### config.mk
export PLATFORM = sky130hd
export DESIGN_NAME = tcam2_rule_loader
export DESIGN_NICKNAME = d
export VERILOG_FILES = /design/src/rtl/tcam2_rule_loader_pkg.sv /design/src/rtl/tcam2_rule_loader.sv
export SDC_FILE = /design/constraint.sdc
export NUM_CORES = 1
export LEC_CHECK = 0
export BUFFER_PORTS_ARGS = -buffer_cell sky130_fd_sc_hd__buf_2
export CAP_MARGIN = 20
export CORE_MARGIN = 2
export CORE_UTILIZATION = 45
export DETAILED_ROUTE_END_ITERATION = 12
export MAX_ROUTING_LAYER = met4
export PLACE_DENSITY = 0.71
export SLEW_MARGIN = 10
export SYNTH_ARGS = -nofsm -noshare
export SYNTH_HDL_FRONTEND = slang
export SYNTH_SLANG_ARGS = --single-unit
### constraint.sdc
create_clock -name clk -period 6.68 [get_ports clk]
set_input_delay 0.668 -clock clk [delete_from_list [all_inputs] [get_ports clk]]
set_output_delay 0.668 -clock clk [all_outputs]
set_load 0.03 [all_outputs]
### src/rtl/tcam2_rule_loader_pkg.sv
// Shared types for the TCAM2 rule loader: command opcodes and FSM states.
package tcam2_rule_loader_pkg;

    typedef enum logic [1:0] {
        OP_WRITE  = 2'd0,
        OP_DELETE = 2'd1,
        OP_CLEAR  = 2'd2,
        OP_RSVD   = 2'd3
    } op_e;

    typedef enum logic [1:0] {
        IDLE  = 2'd0,
        WRITE = 2'd1,
        CLEAR = 2'd2
    } state_e;

endpackage

### src/rtl/tcam2_rule_loader.sv
// TCAM2 write-port front-end: sequences write/delete/clear-all commands onto
// the TCAM2 write handshake and tracks which entries hold live rules.
module tcam2_rule_loader
    import tcam2_rule_loader_pkg::*;
#(
    parameter int unsigned             DATA_WIDTH = 16,
    parameter int unsigned             ITEMS      = 16,
    parameter logic [DATA_WIDTH-1:0]   CLEAR_DATA = '0,
    parameter logic [DATA_WIDTH-1:0]   CLEAR_MASK = '0,
    localparam int unsigned            AW = (ITEMS > 1) ? $clog2(ITEMS) : 1,
    localparam int unsigned            CW = $clog2(ITEMS + 1)
) (
    input  logic                  clk,
    input  logic                  rst,
    input  logic [1:0]            cmd_op,
    input  logic [AW-1:0]         cmd_addr,
    input  logic [DATA_WIDTH-1:0] cmd_data,
    input  logic [DATA_WIDTH-1:0] cmd_mask,
    input  logic                  cmd_vld,
    output logic                  cmd_rdy,
    output logic                  cmd_err,
    output logic [DATA_WIDTH-1:0] wr_data,
    output logic [DATA_WIDTH-1:0] wr_mask,
    output logic [AW-1:0]         wr_addr,
    output logic                  wr_en,
    input  logic                  wr_rdy,
    output logic                  busy,
    output logic [ITEMS-1:0]      entry_vld,
    output logic [CW-1:0]         vld_cnt
);

    localparam logic [AW-1:0] LAST_ADDR = AW'(ITEMS - 1);

    state_e                  state, state_nxt;
    logic                    set_pend, set_pend_nxt;
    logic                    cmd_rdy_nxt, cmd_err_nxt, wr_en_nxt, busy_nxt;
    logic [DATA_WIDTH-1:0]   wr_data_nxt, wr_mask_nxt;
    logic [AW-1:0]           wr_addr_nxt;
    logic [ITEMS-1:0]        entry_vld_nxt;
    logic [CW-1:0]           vld_cnt_nxt;
    logic                    accept, addr_ok, handshake;

    assign accept    = cmd_vld & cmd_rdy;
    assign addr_ok   = 32'(cmd_addr) < ITEMS;
    assign handshake = wr_en & wr_rdy;

    // Register all state and outputs; synchronous active-low reset abandons any write in flight.
    always_ff @(posedge clk) begin
        if (!rst) begin
            state     <= IDLE;
            set_pend  <= 1'b0;
            cmd_rdy   <= 1'b1;
            cmd_err   <= 1'b0;
            wr_en     <= 1'b0;
            wr_data   <= '0;
            wr_mask   <= '0;
            wr_addr   <= '0;
            busy      <= 1'b0;
            entry_vld <= '0;
            vld_cnt   <= '0;
        end else begin
            state     <= state_nxt;
            set_pend  <= set_pend_nxt;
            cmd_rdy   <= cmd_rdy_nxt;
            cmd_err   <= cmd_err_nxt;
            wr_en     <= wr_en_nxt;
            wr_data   <= wr_data_nxt;
            wr_mask   <= wr_mask_nxt;
            wr_addr   <= wr_addr_nxt;
            busy      <= busy_nxt;
            entry_vld <= entry_vld_nxt;
            vld_cnt   <= vld_cnt_nxt;
        end
    end

    // Next-state and output decode; invalidation happens at acceptance, validation only after the write lands.
    always_comb begin
        state_nxt     = state;
        set_pend_nxt  = set_pend;
        cmd_err_nxt   = 1'b0;
        wr_en_nxt     = wr_en;
        wr_data_nxt   = wr_data;
        wr_mask_nxt   = wr_mask;
        wr_addr_nxt   = wr_addr;
        entry_vld_nxt = entry_vld;
        vld_cnt_nxt   = vld_cnt;

        case (state)
            IDLE: begin
                if (accept) begin
                    case (op_e'(cmd_op))
                        OP_WRITE: begin
                            if (addr_ok) begin
                                state_nxt    = WRITE;
                                set_pend_nxt = 1'b1;
                                wr_en_nxt    = 1'b1;
                                wr_addr_nxt  = cmd_addr;
                                wr_data_nxt  = cmd_data;
                                wr_mask_nxt  = cmd_mask;
                            end else begin
                                cmd_err_nxt  = 1'b1;
                            end
                        end
                        OP_DELETE: begin
                            if (addr_ok) begin
                                state_nxt    = WRITE;
                                set_pend_nxt = 1'b0;
                                wr_en_nxt    = 1'b1;
                                wr_addr_nxt  = cmd_addr;
                                wr_data_nxt  = CLEAR_DATA;
                                wr_mask_nxt  = CLEAR_MASK;
                                if (entry_vld[cmd_addr]) begin
                                    entry_vld_nxt[cmd_addr] = 1'b0;
                                    vld_cnt_nxt             = vld_cnt - CW'(1);
                                end
                            end else begin
                                cmd_err_nxt  = 1'b1;
                            end
                        end
                        OP_CLEAR: begin
                            state_nxt     = CLEAR;
                            set_pend_nxt  = 1'b0;
                            wr_en_nxt     = 1'b1;
                            wr_addr_nxt   = '0;
                            wr_data_nxt   = CLEAR_DATA;
                            wr_mask_nxt   = CLEAR_MASK;
                            entry_vld_nxt = '0;
                            vld_cnt_nxt   = '0;
                        end
                        default: cmd_err_nxt = 1'b1;
                    endcase
                end
            end
            WRITE: begin
                if (handshake) begin
                    state_nxt = IDLE;
                    wr_en_nxt = 1'b0;
                    if (set_pend && !entry_vld[wr_addr]) begin
                        entry_vld_nxt[wr_addr] = 1'b1;
                        vld_cnt_nxt            = vld_cnt + CW'(1);
                    end
                end
            end
            CLEAR: begin
                if (handshake) begin
                    if (wr_addr == LAST_ADDR) begin
                        state_nxt = IDLE;
                        wr_en_nxt = 1'b0;
                    end else begin
                        wr_addr_nxt = wr_addr + AW'(1);
                    end
                end
            end
            default: begin
                state_nxt = IDLE;
                wr_en_nxt = 1'b0;
            end
        endcase

        cmd_rdy_nxt = (state_nxt == IDLE);
        busy_nxt    = (state_nxt != IDLE);
    end

endmodule
==> out/metrics.yaml, run 1 <==
run_status:
  status: "finished clean"
synthesis:
  yosys-top-cells-area: "dfxtp_1 (36%), a21oi_1 (7.6%), nand3b_1 (6.8%)"
  mappedNetlistArea_mm2: 0.00351
  synth_edf_count: 0
  synth.most_common_cell: "dfxtp_1"
  ys_seq_elements: 64
  syn_area_per_cell_um2: 8.24
  synth_common_cells: "dfxtp_1 (64), nand2_1 (58), a21oi_1 (53), nor2_1 (42), nand3b_1 (32)"
  synth_top_cell_area_share_pct: 36.5
  ys_types: 48
  post-synth-top-area-cell: "dfxtp_1"
  synth_fp_nets: 479
  ys_seq_area_share_pct: 36.5
  syn_inst: 426
  ys_async_sr_fraction_pct: 0
  yosys_warnings: 0
  synthFlopType: "dfxtp_1"
clocking:
  cts_buffers: 9
  clock_tree.buffer_depth: 2
  cts_hold_buf: 0
  path_clk_slew_ps: 70
  clk_latency_ps: 350
  postCtsSetupBuffers: 0
  cts_tree: "built"
  clock_sinks: 64
  h-tree-depth: 3
  ctsResizeCount: 0
  cts_root_buf: "clkbuf_8"
timing:
  hold_viol: 0
  tns_ps: 0
  slew_headroom_pct: 46.9
  rsz0062_at_grt: "no"
  finClkSkew_ps: 11.7
  finalCritPeriodShare_pct: 43.3
  min_period_ps: 2890
  fmax_mhz: 346
  worst_pin_slew_ps: 796
  final_max_slew_viol_count: 0
  setup_viol: 0
cells_and_area:
  drive_above_1_share_pct: 29.9
  n_antenna_cell: 0
  postLayoutCoreUtil_pct: 55.7
  area_growth_pct: 21.3
  final_nets: 557
critical_path:
  r2r_end: "entry_vld[3]$_SDFFE_PN0P_"
  setup.worst_path.start: "wr_addr[0]$_SDFFE_PN0P_"
  crit_type: "reg2reg"
  path_delay_family: "simple AND/OR/NAND/NOR gates"
  start_kind: "register"
  cp_max_fo: 12
  cpPeakStageDelay_ps: 600
  cp.required_ps: 6970
  cp_num_buf_inv: 0
  r2r-start: "wr_addr[0]$_SDFFE_PN0P_"
  crit_cells: 6
  worstPathArrival_ps: 3180
  crit_end: "entry_vld[3]$_SDFFE_PN0P_"
  r2r.worst_path.cells: 6
  worst-r2r-setup-slack_ps: 3790
  crit_path_top_delay_cell: "dfxtp_1"
  crit_path_cell_trace: "mux4_2 > nor3b_1 > o31a_1 > or3_4 > nor4_2 > o221a_2"
  cp-end-kind: "register"
detailed_routing:
  drtIter0Drc: 263
  drtPass1Iterations: 5
  drc: 0
  drtAntennaViolNets: 0
  wl_per_cell_um: 15.2
  via_count: 3441
  wl_mm: 9.28
  drt-vias-per-instance: 5.63
global_route:
  track_usage_pct: 22.4
  antenna_found_initial: 0
  grt_max_degree: 35
  grt_pass1_wl_mm: 15.2
  grt_pass1_vias: 3199
  grt-ovfl-total: 0
floorplanning:
  core_area_mm2: 0.00765
  fp.dieH_um: 92.3
  io_pins: 103
  num_rows: 32
  dieArea_mm2: 0.00853
  die_w_um: 92.3
  initial_core_util_pct: 45.9
placement:
  gp_congestion: 0.968
  hpwl_mm: 6.47
  portBuffers: 102
hold_path:
  min_path_type: "reg2reg"
  min_path_cells: 2
power:
  peakVddDrop_v: 0.000158
  power_density_mw_per_mm2: 246
  p_leak_nw: 1.80
job:
  maxCapViolCount: 0
-- logic make-up (layout without fill, tap and decap cells) --
group / after synthesis / after routing / share of synthesized area [%]
flops: 64 / 64 / 36.5
buf+inv: 53 / 136 / 6.23
mux: 12 / 12 / 5.24
compound gates: 112 / 112 / 22.7
fa+ha+maj: 11 / 11 / 3.92
simple gates: 174 / 174 / 25.4
-- worst reg2reg max path: stages, from the launching register on --
cell     delay [ps]
dfxtp_1         600
mux4_2          590
nor3b_1         160
o31a_1          360
or3_4           470
nor4_2          380
o221a_2         280
-- stage by stage --
stage / total power, mW / std cells / setup WS [ps] / area (um^2) / hold slack (ps)
after floorplan: 0.583 / 426 / 3930 / 3510 / 478
after global placement: 0.636 / 595 / 3600 / 4010 / 435
after detailed placement: 0.640 / 595 / 3480 / 4010 / 442
after CTS: 1.06 / 611 / 3810 / 4260 / 451
after global routing: 1.10 / 611 / 3650 / 4260 / 466
final: 1.05 / 611 / 3790 / 4260 / 447
-- layout by cell type (no fill, tap or decap), types with 2 or more instances in the layout --
| cell type | n |
|---|---|
| o211ai_1 | 2 |
| mux4_2 | 5 |
| a31oi_1 | 2 |
| o221ai_1 | 2 |
| nor2b_1 | 6 |
| buf_4 | 2 |
| a41oi_1 | 2 |
| or2_2 | 2 |
| nor2_1 | 41 |
| bufinv_16 | 3 |
| and3_1 | 2 |
| a221o_1 | 2 |
| o311a_1 | 2 |
| a21oi_1 | 53 |
| dfxtp_1 | 64 |
| or3_1 | 3 |
| o31ai_1 | 2 |
| a311oi_1 | 5 |
| mux2i_1 | 6 |
| a211oi_1 | 5 |
| nor3_1 | 9 |
| nand2b_1 | 2 |
| buf_2 | 102 |
| inv_1 | 15 |
| clkbuf_8 | 10 |
| ha_1 | 11 |
| nand2_1 | 58 |
| o221a_2 | 19 |
| nand3b_1 | 32 |
| o21ai_0 | 6 |
| nand3_1 | 10 |
| a32oi_1 | 3 |
| o211a_1 | 2 |
-- layout make-up --
class | instances | area [um^2]
Multi-Input combinational cell | 309 | 2010
Fill cell | 735 | 3390
Tap cell | 102 | 128
Clock buffer | 10 | 138
Clock inverter | 6 | 115
Inverter | 16 | 60.1
Timing Repair Buffer | 104 | 526
Sequential cell | 64 | 1280
-- flip-flops by register name, indices dropped and copies added (netlist names) --
name,flops
set_pend,1
wr_en,1
cmd_err,1
busy,1
entry_vld,16
wr_mask,16
cmd_rdy,1
vld_cnt,5
wr_data,16
wr_addr,4
state,2
-- power by group --
part / internal, mW / total, mW / switching [mW]
Sequential: 0.401 / 0.426 / 0.0249
Combinational: 0.0726 / 0.205 / 0.132
Clock: 0.260 / 0.418 / 0.158
Total: 0.734 / 1.05 / 0.316
-- per-layer routing --
metal / vias up / routed length (um) / GRT usage [%] / part of all wire, %
met2: 142 / 4360 / 34.9 / 47
met1: 1598 / 4150 / 29.4 / 45
met4: 0 / 80 / 6.47 / 0.86
met5: - / 0 / - / 0
met3: 10 / 686 / 4.96 / 7.4
li1: 1691 / - / - / -
-- how the worst min path moves through the flow --
stage,from,end,slack [ps]
after global placement,wr_data[5]$_SDFFE_PN0P_,wr_data[5]$_SDFFE_PN0P_,430
after global routing,wr_data[5]$_SDFFE_PN0P_,wr_data[5]$_SDFFE_PN0P_,470
after floorplan,set_pend$_SDFFE_PN0P_,set_pend$_SDFFE_PN0P_,480
after CTS,wr_data[10]$_SDFFE_PN0P_,wr_data[10]$_SDFFE_PN0P_,450
final,wr_data[10]$_SDFFE_PN0P_,wr_data[10]$_SDFFE_PN0P_,450
after detailed placement,wr_mask[8]$_SDFFE_PN0P_,wr_mask[8]$_SDFFE_PN0P_,440
Power figures use the tool's default switching activity.
==> run 2: changes to the inputs <==
--- a/config.mk
+++ b/config.mk
@@ -5,13 +5,14 @@
 export SDC_FILE = /design/constraint.sdc
 export NUM_CORES = 1
 export LEC_CHECK = 0
+export ABC_AREA = 1
 export BUFFER_PORTS_ARGS = -buffer_cell sky130_fd_sc_hd__buf_2
 export CAP_MARGIN = 20
 export CORE_MARGIN = 2
 export CORE_UTILIZATION = 45
 export DETAILED_ROUTE_END_ITERATION = 12
 export MAX_ROUTING_LAYER = met4
-export PLACE_DENSITY = 0.71
+export PLACE_DENSITY = 0.74
 export SLEW_MARGIN = 10
 export SYNTH_ARGS = -nofsm -noshare
 export SYNTH_HDL_FRONTEND = slang
==> constraint.sdc (replaced) <==
create_clock -name clk -period 2.38 [get_ports clk]
set_input_delay 0.238 -clock clk [delete_from_list [all_inputs] [get_ports clk]]
set_output_delay 0.238 -clock clk [all_outputs]
set_load 0.03 [all_outputs]
==> out/metrics.yaml, run 2 <==
placement:
  gp_congestion: 0.969  # was 0.968
  portBuffers: 102  # unchanged
  placed_cells: 736  # was 595
  hpwl_mm: 7.22  # was 6.47 mm
  dpl-instance-area_mm2: 0.00412  # was 0.00401 mm^2
  post-place-ws_ps: 330  # was 3480 ps
cells_and_area:
  drive_above_1_share_pct: 22.2  # was 29.9%
  area_growth_pct: 20.6  # was 21.3%
  final_nets: 698  # was 557
  final_cell_mix: "nand2_1 (169), buf_2 (102), dfxtp_1 (64), a21oi_1 (61), nor2_1 (50)"  # was buf_2 (102), dfxtp_1 (64), nand2_1 (58), a21oi_1 (53), nor2_1 (41)
  stdcell_area_mm2: 0.00430  # was 0.00426 mm^2
  final_common_cell: "nand2_1"  # was buf_2
  nFillCells: 787  # was 735
  final_cells: 752  # was 611
  n_antenna_cell: 0  # unchanged
  postLayoutCoreUtil_pct: 56.0  # was 55.7%
  largestRegisters: "entry_vld (16), wr_data (16), wr_mask (16)"  # unchanged
critical_path:
  setup.worst_path.start: "wr_addr[0]$_SDFFE_PN0P_"  # unchanged
  r2r-start: "wr_addr[0]$_SDFFE_PN0P_"  # unchanged
  worstPathArrival_ps: 2310  # was 3180 ps
  r2r.worst_path.cells: 8  # was 6
  cp-end-kind: "register"  # unchanged
  start_kind: "register"  # unchanged
  cp.required_ps: 2600  # was 6970 ps
  crit_type: "reg2reg"  # unchanged
  cp_max_fo: 17  # was 12
floorplanning:
  dieArea_mm2: 0.00866  # was 0.00853 mm^2
  io_pins: 103  # unchanged
  initial_core_util_pct: 46.4  # was 45.9%
  core_area_mm2: 0.00769  # was 0.00765 mm^2
  fp.dieH_um: 93.1  # was 92.3 um
  num_rows: 32  # unchanged
  die_w_um: 93.1  # was 92.3 um
synthesis:
  yosys-top-cells-area: "dfxtp_1 (36%), nand2_1 (18%), a21oi_1 (8.6%)"  # was dfxtp_1 (36%), a21oi_1 (7.6%), nand3b_1 (6.8%)
  ys_async_sr_fraction_pct: 0  # unchanged
  ys_seq_elements: 64  # unchanged
  synth_top_cell_area_share_pct: 35.9  # was 36.5%
  syn_area_per_cell_um2: 6.50  # was 8.24 um^2
  synth_fp_nets: 602  # was 479
  post-synth-top-area-cell: "dfxtp_1"  # unchanged
  ys_types: 28  # was 48
  synth.most_common_cell: "nand2_1"  # was dfxtp_1
  mappedNetlistArea_mm2: 0.00357  # was 0.00351 mm^2
  ys_seq_area_share_pct: 35.9  # was 36.5%
  synth_edf_count: 0  # unchanged
  synth_common_cells: "nand2_1 (169), dfxtp_1 (64), a21oi_1 (61), nor2_1 (50), inv_1 (47)"  # was dfxtp_1 (64), nand2_1 (58), a21oi_1 (53), nor2_1 (42), nand3b_1 (32)
  yosys_warnings: 0  # unchanged
  syn_inst: 549  # was 426
  synthFlopType: "dfxtp_1"  # unchanged
global_route:
  grt_pass1_wl_mm: 16.2  # was 15.2 mm
  grt_max_degree: 38  # was 35
  grt-ovfl-total: 0  # unchanged
  grt_pass1_vias: 3477  # was 3199
  track_usage_pct: 23.8  # was 22.4%
  antenna_found_initial: 0  # unchanged
detailed_routing:
  drtPass1Iterations: 5  # unchanged
  drtAntennaViolNets: 0  # unchanged
  drc: 0  # unchanged
  drt-vias-per-instance: 5.24  # was 5.63
  wl_mm: 9.89  # was 9.28 mm
  via_count: 3939  # was 3441
  drtIter0Drc: 339  # was 263
  wl_per_cell_um: 13.2  # was 15.2 um
clocking:
  clock_tree.buffer_depth: 2  # unchanged
  h-tree-depth: 3  # unchanged
  cts_hold_buf: 0  # unchanged
  cts_root_buf: "clkbuf_8"  # unchanged
  postCtsSetupBuffers: 0  # unchanged
  cts_tree: "built"  # unchanged
  path_clk_slew_ps: 80  # was 70 ps
  ctsResizeCount: 0  # unchanged
  clock_sinks: 64  # unchanged
  cts_buffers: 9  # unchanged
  clk_latency_ps: 340  # was 350 ps
timing:
  fmax_mhz: 479  # was 346 MHz
  setup_viol: 0  # unchanged
  rsz0062_at_grt: "no"  # unchanged
  worst_pin_slew_ps: 582  # was 796 ps
  final_max_slew_viol_count: 0  # unchanged
  finClkSkew_ps: 10.3  # was 11.7 ps
  slew_headroom_pct: 61.1  # was 46.9%
  tns_ps: 0  # unchanged
  hold_viol: 0  # unchanged
  setup_ws_ps: 291  # was 3790 ps
  min_period_ps: 2090  # was 2890 ps
  finalCritPeriodShare_pct: 87.8  # was 43.3%
job:
  maxCapViolCount: 0  # unchanged
power:
  power_density_mw_per_mm2: 707  # was 246 mW/mm^2
  peakVddDrop_v: 0.000419  # was 0.000158 V
  p_leak_nw: 2.07  # was 1.80 nW
hold_path:
  min_path_type: "in2reg"  # was reg2reg
  min-delay-start: "cmd_data[11]"  # was wr_data[10]$_SDFFE_PN0P_
  min_path_cells: 3  # was 2
run_status:
  status: "finished clean"  # unchanged
## run 2: stage by stage
step	hold WS (ps)	power [mW]
global route	116	3.24
global placement	449	2.18
floorplan	359	1.95
CTS	113	3.06
finish	131	3.04
detailed placement	454	2.20
## run 2: area by class of cell
type                    instances  area [um^2]  share of cell area, %
clock inverters                 7         56.3                   1.31
well taps                     102          128                   2.97
repair buffers                111          578                   13.4
inverters                      55          206                   4.80
clock buffers                   9          124                   2.88
flip-flops and latches         64         1280                   29.8
multi-input cells             404         1930                   44.8
## run 2: worst paths after layout
| path | to | slack (ps) |
|---|---|---|
| max | wr_en$_SDFFE_PN0P_ | 290 |
| min | wr_data[11]$_SDFFE_PN0P_ | 130 |
| max reg2reg | wr_en$_SDFFE_PN0P_ | 290 |
| min reg2reg | wr_data[11]$_SDFFE_PN0P_ | 460 |
## run 2: critical path, cell delays in order, from the launching register on
cell	delay, ps
dfxtp_1	670
ha_1	350
inv_1	80
nor2_1	150
inv_1	80
o21ai_0	240
o21ai_0	130
o21ai_0	180
a21oi_1	80
## run 2: cell families after synthesis
family | count (synthesis) | synth area share, %
flops | 64 | 35.9
buf+inv | 81 | 10.0
simple gates | 266 | 30.4
xor+xnor | 4 | 0.982
fa+ha+maj | 11 | 3.86
compound gates | 123 | 18.8
## run 2: report_power, final
group / internal (mW) / switching, mW
combinational: 0.296 / 0.618
sequential: 1.16 / 0.107
clock: 0.390 / 0.466
## run 2: routing by layer
metal	track usage [%]	vias to the layer above	wire length, um
li1	-	1968	-
met1	31.3	1762	4420
met2	35.9	181	4460
met3	4.83	28	757
met4	9.68	0	258
met5	-	-	0
